--- config.mk ---
export PLATFORM = sky130hd
export DESIGN_NAME = mesh_term_src
export DESIGN_NICKNAME = d
export VERILOG_FILES = /design/src/rtl/mesh_term_src.sv
export SDC_FILE = /design/constraint.sdc
export NUM_CORES = 1
export LEC_CHECK = 0
export ABC_AREA = 1
export CORE_ASPECT_RATIO = 1.1
export CORE_UTILIZATION = 53
export DETAILED_ROUTE_END_ITERATION = 8
export GPL_TIMING_DRIVEN = 0
export PLACE_DENSITY_LB_ADDON = 0.3
export REMOVE_ABC_BUFFERS = 1
export SLEW_MARGIN = 15
export SYNTH_ARGS = -nofsm -noshare
export SYNTH_HDL_FRONTEND = slang
export SYNTH_SLANG_ARGS = --single-unit
--- constraint.sdc ---
create_clock -name clk -period 3.75 [get_ports clk]
set_clock_uncertainty 0.05 [all_clocks]
set_input_delay 0.5625 -clock clk [delete_from_list [all_inputs] [get_ports clk]]
set_output_delay 0.5625 -clock clk [all_outputs]
set_load 0.005 [all_outputs]
--- src/rtl/mesh_term_src.sv ---
// -----------------------------------------------------------------------------
// mesh_term_src
// Source stage for one mesh terminal. It accepts {dst, mode, payload} words
// from a host push strobe and rejects any word whose destination is not a
// reachable border terminal or broadcast. Accepted words are stamped with
// this terminal's {row, column} ID and queued in a FIFO. The head packet is
// presented to the router, which advances the queue with popin.
//
// Ports
//   clk           : clock, posedge
//   reset         : asynchronous active-low reset
//   push          : host write strobe (one word per cycle)
//   push_data     : {dst_row[3:0], dst_col[3:0], mode, payload}
//   pndng_i_in    : head packet valid toward router
//   data_out_i_in : registered head packet (0 when empty)
//   popin         : router consumed the head packet
//   count         : entries held
//   full          : count == fifo_depth
//   err           : one-cycle pulse after a push dropped for bad destination
//   drop_cnt      : saturating count of bad-destination drops
//   ovf_cnt       : saturating count of valid pushes lost to a full FIFO
// -----------------------------------------------------------------------------
module mesh_term_src #(
    parameter int pckg_sz    = 40,
    parameter int fifo_depth = 8,
    parameter int ROWS       = 4,
    parameter int COLUMS     = 4,
    parameter int id_row     = 0,
    parameter int id_column  = 1
) (
    input  logic                          clk,
    input  logic                          reset,
    input  logic                          push,
    input  logic [pckg_sz-9:0]            push_data,
    output logic                          pndng_i_in,
    output logic [pckg_sz-1:0]            data_out_i_in,
    input  logic                          popin,
    output logic [$clog2(fifo_depth):0]   count,
    output logic                          full,
    output logic                          err,
    output logic [7:0]                    drop_cnt,
    output logic [7:0]                    ovf_cnt
);

    localparam int AW = $clog2(fifo_depth);
    localparam int CW = AW + 1;

    localparam logic [3:0] LP_ID_ROW  = 4'(id_row);
    localparam logic [3:0] LP_ID_COL  = 4'(id_column);
    localparam logic [3:0] LP_ROW_MAX = 4'(ROWS);
    localparam logic [3:0] LP_COL_MAX = 4'(COLUMS);
    localparam logic [3:0] LP_ROW_OUT = 4'(ROWS + 1);
    localparam logic [3:0] LP_COL_OUT = 4'(COLUMS + 1);

    logic [pckg_sz-1:0] r_mem [fifo_depth];
    logic [AW-1:0]      r_wptr;
    logic [AW-1:0]      r_rptr;
    logic [CW-1:0]      r_count;
    logic [pckg_sz-1:0] r_dout;
    logic               r_err;
    logic [7:0]         r_drop_cnt;
    logic [7:0]         r_ovf_cnt;

    logic [3:0]         w_dst_row;
    logic [3:0]         w_dst_col;
    logic               w_dst_ok;
    logic               w_full;
    logic               w_do_pop;
    logic               w_do_push;
    logic               w_ovf;
    logic [pckg_sz-1:0] w_pkt;
    logic [AW-1:0]      w_rptr_nxt;
    logic [CW-1:0]      w_cnt_after_pop;
    logic [CW-1:0]      w_count_nxt;
    logic [pckg_sz-1:0] w_dout_nxt;

    assign w_dst_row = push_data[pckg_sz-9 -: 4];
    assign w_dst_col = push_data[pckg_sz-13 -: 4];
    assign w_pkt     = {LP_ID_ROW, LP_ID_COL, push_data};
    assign w_full    = (r_count == CW'(fifo_depth));

    always_comb begin
        w_dst_ok = 1'b0;
        if ((w_dst_row == 4'hF) && (w_dst_col == 4'hF))
            w_dst_ok = 1'b1;
        else if (((w_dst_row == 4'd0) || (w_dst_row == LP_ROW_OUT)) &&
                 (w_dst_col >= 4'd1) && (w_dst_col <= LP_COL_MAX))
            w_dst_ok = 1'b1;
        else if (((w_dst_col == 4'd0) || (w_dst_col == LP_COL_OUT)) &&
                 (w_dst_row >= 4'd1) && (w_dst_row <= LP_ROW_MAX))
            w_dst_ok = 1'b1;
        // Sending to ourselves is never legal.
        if ((w_dst_row == LP_ID_ROW) && (w_dst_col == LP_ID_COL))
            w_dst_ok = 1'b0;
    end

    // A pop frees the slot in the same cycle, so a full FIFO still accepts
    // a push when popin is present.
    assign w_do_pop  = popin && (r_count != '0);
    assign w_do_push = push && w_dst_ok && (!w_full || w_do_pop);
    assign w_ovf     = push && w_dst_ok && w_full && !w_do_pop;

    assign w_rptr_nxt      = w_do_pop ? (r_rptr + AW'(1)) : r_rptr;
    assign w_cnt_after_pop = r_count - CW'(w_do_pop);

    always_comb begin
        w_count_nxt = r_count;
        case ({w_do_push, w_do_pop})
            2'b10:   w_count_nxt = r_count + CW'(1);
            2'b01:   w_count_nxt = r_count - CW'(1);
            default: w_count_nxt = r_count;
        endcase
    end

    // Next head: nothing left -> 0; if only the incoming word will remain it
    // bypasses the array; otherwise the surviving entry at the new read pointer.
    always_comb begin
        w_dout_nxt = '0;
        if (w_count_nxt == '0)
            w_dout_nxt = '0;
        else if (w_cnt_after_pop == '0)
            w_dout_nxt = w_pkt;
        else
            w_dout_nxt = r_mem[w_rptr_nxt];
    end

    always_ff @(posedge clk) begin
        if (w_do_push)
            r_mem[r_wptr] <= w_pkt;
    end

    always_ff @(posedge clk or negedge reset) begin
        if (!reset) begin
            r_wptr     <= '0;
            r_rptr     <= '0;
            r_count    <= '0;
            r_dout     <= '0;
            r_err      <= 1'b0;
            r_drop_cnt <= '0;
            r_ovf_cnt  <= '0;
        end else begin
            if (w_do_push)
                r_wptr <= r_wptr + AW'(1);
            r_rptr  <= w_rptr_nxt;
            r_count <= w_count_nxt;
            r_dout  <= w_dout_nxt;
            r_err   <= push && !w_dst_ok;
            if (push && !w_dst_ok && (r_drop_cnt != 8'hFF))
                r_drop_cnt <= r_drop_cnt + 8'd1;
            if (w_ovf && (r_ovf_cnt != 8'hFF))
                r_ovf_cnt <= r_ovf_cnt + 8'd1;
        end
    end

    assign pndng_i_in    = (r_count != '0);
    assign data_out_i_in = r_dout;
    assign count         = r_count;
    assign full          = w_full;
    assign err           = r_err;
    assign drop_cnt      = r_drop_cnt;
    assign ovf_cnt       = r_ovf_cnt;

endmodule

== After elaboration in Yosys (flattened, before gate mapping) ==
Memory sizes are Yosys's and may differ from the RTL's.
Cells that the tools add are included.
Word-level totals
  memories: 1
  bits of input ports: 36
  logic and storage cells: 64
  bits in registers: 67
  memory bits (writable): 256
  output and inout bits: 63
Cells by class
  mux-type cells: 10
  reduce and logical (&&, ||, !) cells: 25
  add/sub/neg operators: 7
  equal/unequal tests: 10
  $lt $le $gt $ge: 4
Memory list
  r_mem: depth 8, bits a word 32, rd ports 1, clocked after Yosys merged registers in 0, wr ports 1, line 55  | logic [pckg_sz-1:0] r_mem [fifo_depth];
Operators with widths (number)
  40-bit 2-to-1 mux: 2
  8-bit by 1-bit adder with 8-bit output (second input constant): 2
  4-bit zero test: 4
  8-bit != test (second input constant): 2
  1-bit logical AND: 14
  4-bit == test (second input constant): 3
  4-bit by 3-bit == test with 1-bit output (second input constant): 2
  4-bit by 1-bit greater-or-equal comparator with 1-bit output (second input constant): 2
  4-bit by 3-bit less-or-equal comparator with 1-bit output (second input constant): 2
  4-bit case mux with 2 select lines: 1
  3-bit by 1-bit adder with 3-bit output (second input constant): 2
  1-bit 2-to-1 mux: 6
  4-bit by 1-bit adder with 4-bit output (second input constant): 1
  4-bit by 1-bit == test with 1-bit output (second input constant): 1
  4-bit nonzero test: 1
  4-bit by 1-bit subtractor with 4-bit output: 1
  4-bit by 1-bit subtractor with 4-bit output (second input constant): 1
  1-bit zero test: 3
  1-bit logical OR: 3
  3-bit 2-to-1 mux: 1
  2-bit by 1-bit == test with 1-bit output (second input constant): 1
  2-bit == test (second input constant): 1

== Logic depth before layout (Yosys ltp) ==
  depth after elaboration: 14
  mapped depth: 21
  mapped depth without buffers: 20

== Least setup slack after synthesis ==
Ideal clock, no wire load.
  kind: input to register
  start: in push_data[24]
  end: mem r_mem[2][0] (netlist name) (enable)
  setup time: 0.461 ns
  slack: -0.475 ns
  buffers on the path: 0
  data required time: 3.239 ns
  arrival time: 3.714 ns
  stages on the path: 7
  cell sequence: nor2_1 or2_0 nand3_2 nand3_4 nand4_4 or2_2 nor3_1
Between the ends
  cells in the longest elaborated chain, start to end: 12
  elaborated cells between the ends (all ways): 21
  classes of those cells: 2 x order compare; 3 x eq/ne; 6 x mux; 10 x reduce/logical
RTL lines
  from (decl): line 34  | input logic [pckg_sz-9:0] push_data,
  4-bit by 3-bit == test with 1-bit output or 4-bit zero test (tied branches): line 89  | else if (((w_dst_col == 4'd0) || (w_dst_col == LP_COL_OUT)) &&
  1-bit logical OR: line 89
  1-bit logical AND: line 89
  1-bit logical AND: line 90  | (w_dst_row >= 4'd1) && (w_dst_row <= LP_ROW_MAX))
  1-bit 2-to-1 mux: line 89
  1-bit 2-to-1 mux: line 86  | else if (((w_dst_row == 4'd0) || (w_dst_row == LP_ROW_OUT)) &&
  1-bit 2-to-1 mux: line 84  | if ((w_dst_row == 4'hF) && (w_dst_col == 4'hF))
  1-bit 2-to-1 mux *: line 93  | if ((w_dst_row == LP_ID_ROW) && (w_dst_col == LP_ID_COL))
  1-bit logical AND * (2 in series): line 100  | assign w_do_push = push && w_dst_ok && (!w_full || w_do_pop);
  1-bit 2-to-1 mux *: line 128  | if (w_do_push)
  1-bit 2-to-1 mux (implied by the code) *: line 129  | r_mem[r_wptr] <= w_pkt;
  to (decl): line 55
Every way passes the cells marked *; elsewhere a longest branch is shown, timed or not.

== Final worst setup path ==
  start: in push_data[25]
  end: reg r_dout[22], in the netlist data_out_i_in[22]
Between the ends
  cells in the longest elaborated chain, start to end: 14
  elaborated cells between the ends (all ways): 24
  classes of those cells: 2 x order compare; 5 x eq/ne; 6 x mux; 11 x reduce/logical
RTL lines
  4-bit by 3-bit == test with 1-bit output or 4-bit zero test (tied branches): line 89
  1-bit logical OR: line 89
  1-bit logical AND: line 89
  1-bit logical AND: line 90
  1-bit 2-to-1 mux: line 89
  1-bit 2-to-1 mux: line 86
  1-bit 2-to-1 mux: line 84
  1-bit 2-to-1 mux *: line 93
  1-bit logical AND * (2 in series): line 100
  2-bit by 1-bit == test with 1-bit output or 2-bit == test (tied branches): line 108  | case ({w_do_push, w_do_pop})
  4-bit case mux with 2 select lines *: line 108
  named net w_count_nxt[3]: line 74  | logic [CW-1:0] w_count_nxt;
  4-bit zero test *: line 119  | if (w_count_nxt == '0)
  40-bit 2-to-1 mux *: line 119
  named net w_dout_nxt[22]: line 75  | logic [pckg_sz-1:0] w_dout_nxt;
  to (signal assigned): line 146  | r_dout <= w_dout_nxt;
  to (decl): line 59  | logic [pckg_sz-1:0] r_dout;
The timed path passes the listed nets; every way through them passes the cells marked *.
A chain may end at the register's enable or synchronous reset.

==> flow_metrics.py <==
metrics = {
    "outcome": {
        "status": "completed",
    },
    "critical_path": {
        "path_delay_family": "simple AND/OR/NAND/NOR gates",
        "rrSetupSlack_ps": 660,
        "cp_common_cell": "nand2_1",
        "worstReg2RegStart": "count[1]",
        "cp_slowest_stage_delay_ps": 620,
        "required_ps": 4090,
        "arrival_ps": 3730,
        "crit_chain": "clkdlybuf4s50_1 -> inv_1 -> nand2_1 -> nor3_1 -> nand3_1 -> nand3_4 -> nand2_2 -> inv_2 -> ha_1 -> nand2_1 -> nor2_1 -> a211oi_1 -> nand2_1 -> o21ai_1 -> nand2_1 -> nand2_1 -> nand2_2 -> nor2_4 -> buf_12 -> a21oi_1",
        "worst-path-buf-inv": 4,
        "end_kind": "flop",
        "worstSetupPathType": "primary input to flop",
        "rr_worst_depth": 12,
        "cp_max_fo": 20,
        "critical-path-slowest-cell": "clkdlybuf4s50_1",
        "r2r-end": "data_out_i_in[29]",
        "crit_path_start_kind": "primary input",
    },
    "sta": {
        "fin_ws_ps": 362,
        "max_freq_ghz": 0.295,
        "fin_crit_ps": 3390,
        "rsz0062_at_grt": "no",
        "setup_viol": 0,
        "period_share_pct": 90.4,
        "tightestPinTransition_ps": 886,
        "slew_viol_final": 0,
        "hold_ws_ps": 409,
        "hold_viol": 0,
        "relSlewSlack_pct": 40.9,
    },
    "cells_and_area": {
        "drive_gt1_share_pct": 12.5,
        "syn_to_final_growth_pct": 21.2,
        "final_net_count": 1249,
    },
    "floorplanning": {
        "rows": 59,
        "die_h_um": 166,
        "die_w_um": 151,
        "die-area_um2": 25200,
        "core-area_um2": 23800,
        "initial_utilization_pct": 54.5,
        "num_io_pins": 99,
    },
    "power_and_ir_drop": {
        "p_leak_uw": 0.00597,
        "peakVddDrop_mv": 0.612,
        "p_per_area_nw_per_um2": 854,
    },
    "grt": {
        "grt_pass1_wl_um": 46000,
        "grt_use_total_pct": 24.0,
        "grt-ovfl-total": 0,
        "grt_start_max_net_pins": 73,
        "grt_pass1_vias": 8564,
        "antenna_found_initial": 1,
    },
    "cts": {
        "clock-sinks": 316,
        "cts_tree": "done",
        "clk_pin_slew_ps": 60,
        "clk_latency_ps": 550,
        "cts_buffer_depth": 3,
        "ctsRootBufferMaster": "clkbuf_16",
        "cts_buffers": 30,
        "htreeDepth": 1,
    },
    "synth": {
        "ys_seq_area_share_pct": 70.7,
        "synth-seq-cells": 316,
        "syn_inst": 1089,
        "ys_warn_count": 0,
        "yosysUniqueCellTypes": 37,
        "synth_area_um2": 13000,
        "syn_avg_cell_area_um2": 11.9,
    },
    "route": {
        "ant_nets": 0,
        "viasPerCell": 5.60,
        "wire_per_inst_um": 19.1,
        "route.detailed.drc": 0,
        "drt_iter0_markers": 787,
        "wirelength_um": 29300,
        "dr.pass1.iters": 5,
        "vias": 8594,
    },
    "run": {
        "drv_cap": 0,
    },
    "min_path": {
        "hold_class": "primary input to asynchronous set/reset pin",
    },
    "place": {
        "globalplace.congestion": 0.737,
        "dp.final_hpwl_um": 18100,
        "io_buffers": 91,
        "dp_slack_ps": -675,
    },
}
## cell usage after synthesis
master      n  area [µm²]
a211oi_1    1        7.51
a21boi_2    1        11.3
a21oi_1    17        85.1
a21oi_2    19         166
buf_1       5        18.8
buf_2      35         175
buf_4       9        67.6
buf_6       6        67.6
clkbuf_1   11        41.3
conb_1      1        3.75
dfrtp_1    60        1500
edfxtp_1  256        7690
fa_1        1        20.0
ha_1        7        87.6
inv_1      22        82.6
inv_2       6        22.5
mux2_2      1        11.3
nand2_1   291        1090
nand2_2     5        31.3
nand3_1   236        1180
nand3_2     2        20.0
nand3_4     2        35.0
nand4_1     6        37.5
nand4_4     1        21.3
nor2_1     15        56.3
nor2_2      3        18.8
nor2_4      3        33.8
nor3_1      9        45.0
o21ai_0    24         120
o21ai_1    12        60.1
o21ai_2     1        8.76
or2_0       1        6.26
or2_1       1        6.26
or2_2       1        6.26
xnor2_1     9        78.8
xnor2_2     1        16.3
xor2_1      8        70.1
## how the worst max path moves through the flow
stage,startpoint,end,slack (ps),cells after the start
finish,push_data[25],data_out_i_in[22],360,20
global route,push_data[25],data_out_i_in[22],20,21
CTS,push_data[26],data_out_i_in[22],300,20
detailed placement,push_data[26],data_out_i_in[22],-680,20
global placement,popin,data_out_i_in[28],-6920,10
floorplan,count[1],data_out_i_in[0],-2350,11
## cell families after synthesis
kind of cell | synth area share, %
other | 0.0288
DFF | 70.7
xor gates and xnor gates | 1.27
adders and majority gates | 0.828
and+or+nand+nor | 19.9
AOI/OAI and AO/OA | 3.53
muxes | 0.0866
buffers and inverters | 3.66
## where the power goes
part / internal, µW / leakage, µW / switching [µW] / total (µW)
clock network: 1790 / 0.000488 / 1240 / 3020
logic: 2430 / 0.00245 / 3670 / 6100
registers: 4150 / 0.00303 / 180 / 4330
## worst register-to-register path, delay by kind of cell, from the launching register on
| kind | cells | cell delay, ps |
|---|---|---|
| buffers and inverters | 4 | 1170 |
| and+or+nand+nor | 5 | 910 |
| DFF | 1 | 390 |
| AOI/OAI and AO/OA | 2 | 260 |
| xor gates and xnor gates | 1 | 240 |
## cell usage in the layout (no fill, tap or decap), types with 15 or more instances in the layout
master           netlist  routed
buf_4                  9      21
o21ai_0               24      24
dfrtp_1               60      60
nor2_1                15      15
a21oi_1               17      17
nand3_1              236     236
a21oi_2               19      19
edfxtp_1             256     256
nand2_1              291     291
clkdlybuf4s50_1        0      88
inv_1                 22      22
clkbuf_16              0      31
## flip-flops by register name, indices dropped and copies added (netlist names)
| signal | cells |
|---|---|
| r_wptr | 3 |
| data_out_i_in | 33 |
| r_mem | 256 |
| r_rptr | 3 |
| ovf_cnt | 8 |
| drop_cnt | 8 |
| err | 1 |
| count | 4 |
## metrics by stage
step                      power [µW]   TNS, ps  cell area, µm²  instances  utilization, %
after floorplan                 7930   -176920           12700       1029               -
after global placement          9760  -1133500           13900       1425            58.5
after global routing           14300         0           15800       1535            66.1
after detailed placement       10400    -21580           14700       1476            61.8
after CTS                      13500         0           15800       1534            66.1
final                          13500         0           15800       1535            66.1
## area by class of cell
type	instances	area, µm²
diodes	1	2.50
well taps	305	382
fillers	1719	8080
flip-flops and latches	316	9190
multi-input cells	685	3440
inverters	28	113
clock inverters	17	184
repair buffers	144	1640
clock buffers	39	806
## routing by layer
metal | wire length [µm] | track usage (%) | vias to the layer above
li1 | - | - | 4052
met1 | 12000 | 32.7 | 4105
met3 | 2340 | 4.12 | 50
met5 | 0 | 0 | -
met4 | 656 | 7.83 | 0
met2 | 14300 | 39.0 | 387
## repair_timing
action	CTS	global route
setup endpoints to repair	20	10
pin swaps	1	0
buffers inserted	1	0
hold endpoints to repair	22	0
hold buffers	1	0
resized for setup	0	2
Note: power is estimated with default switching activity, not from simulation.
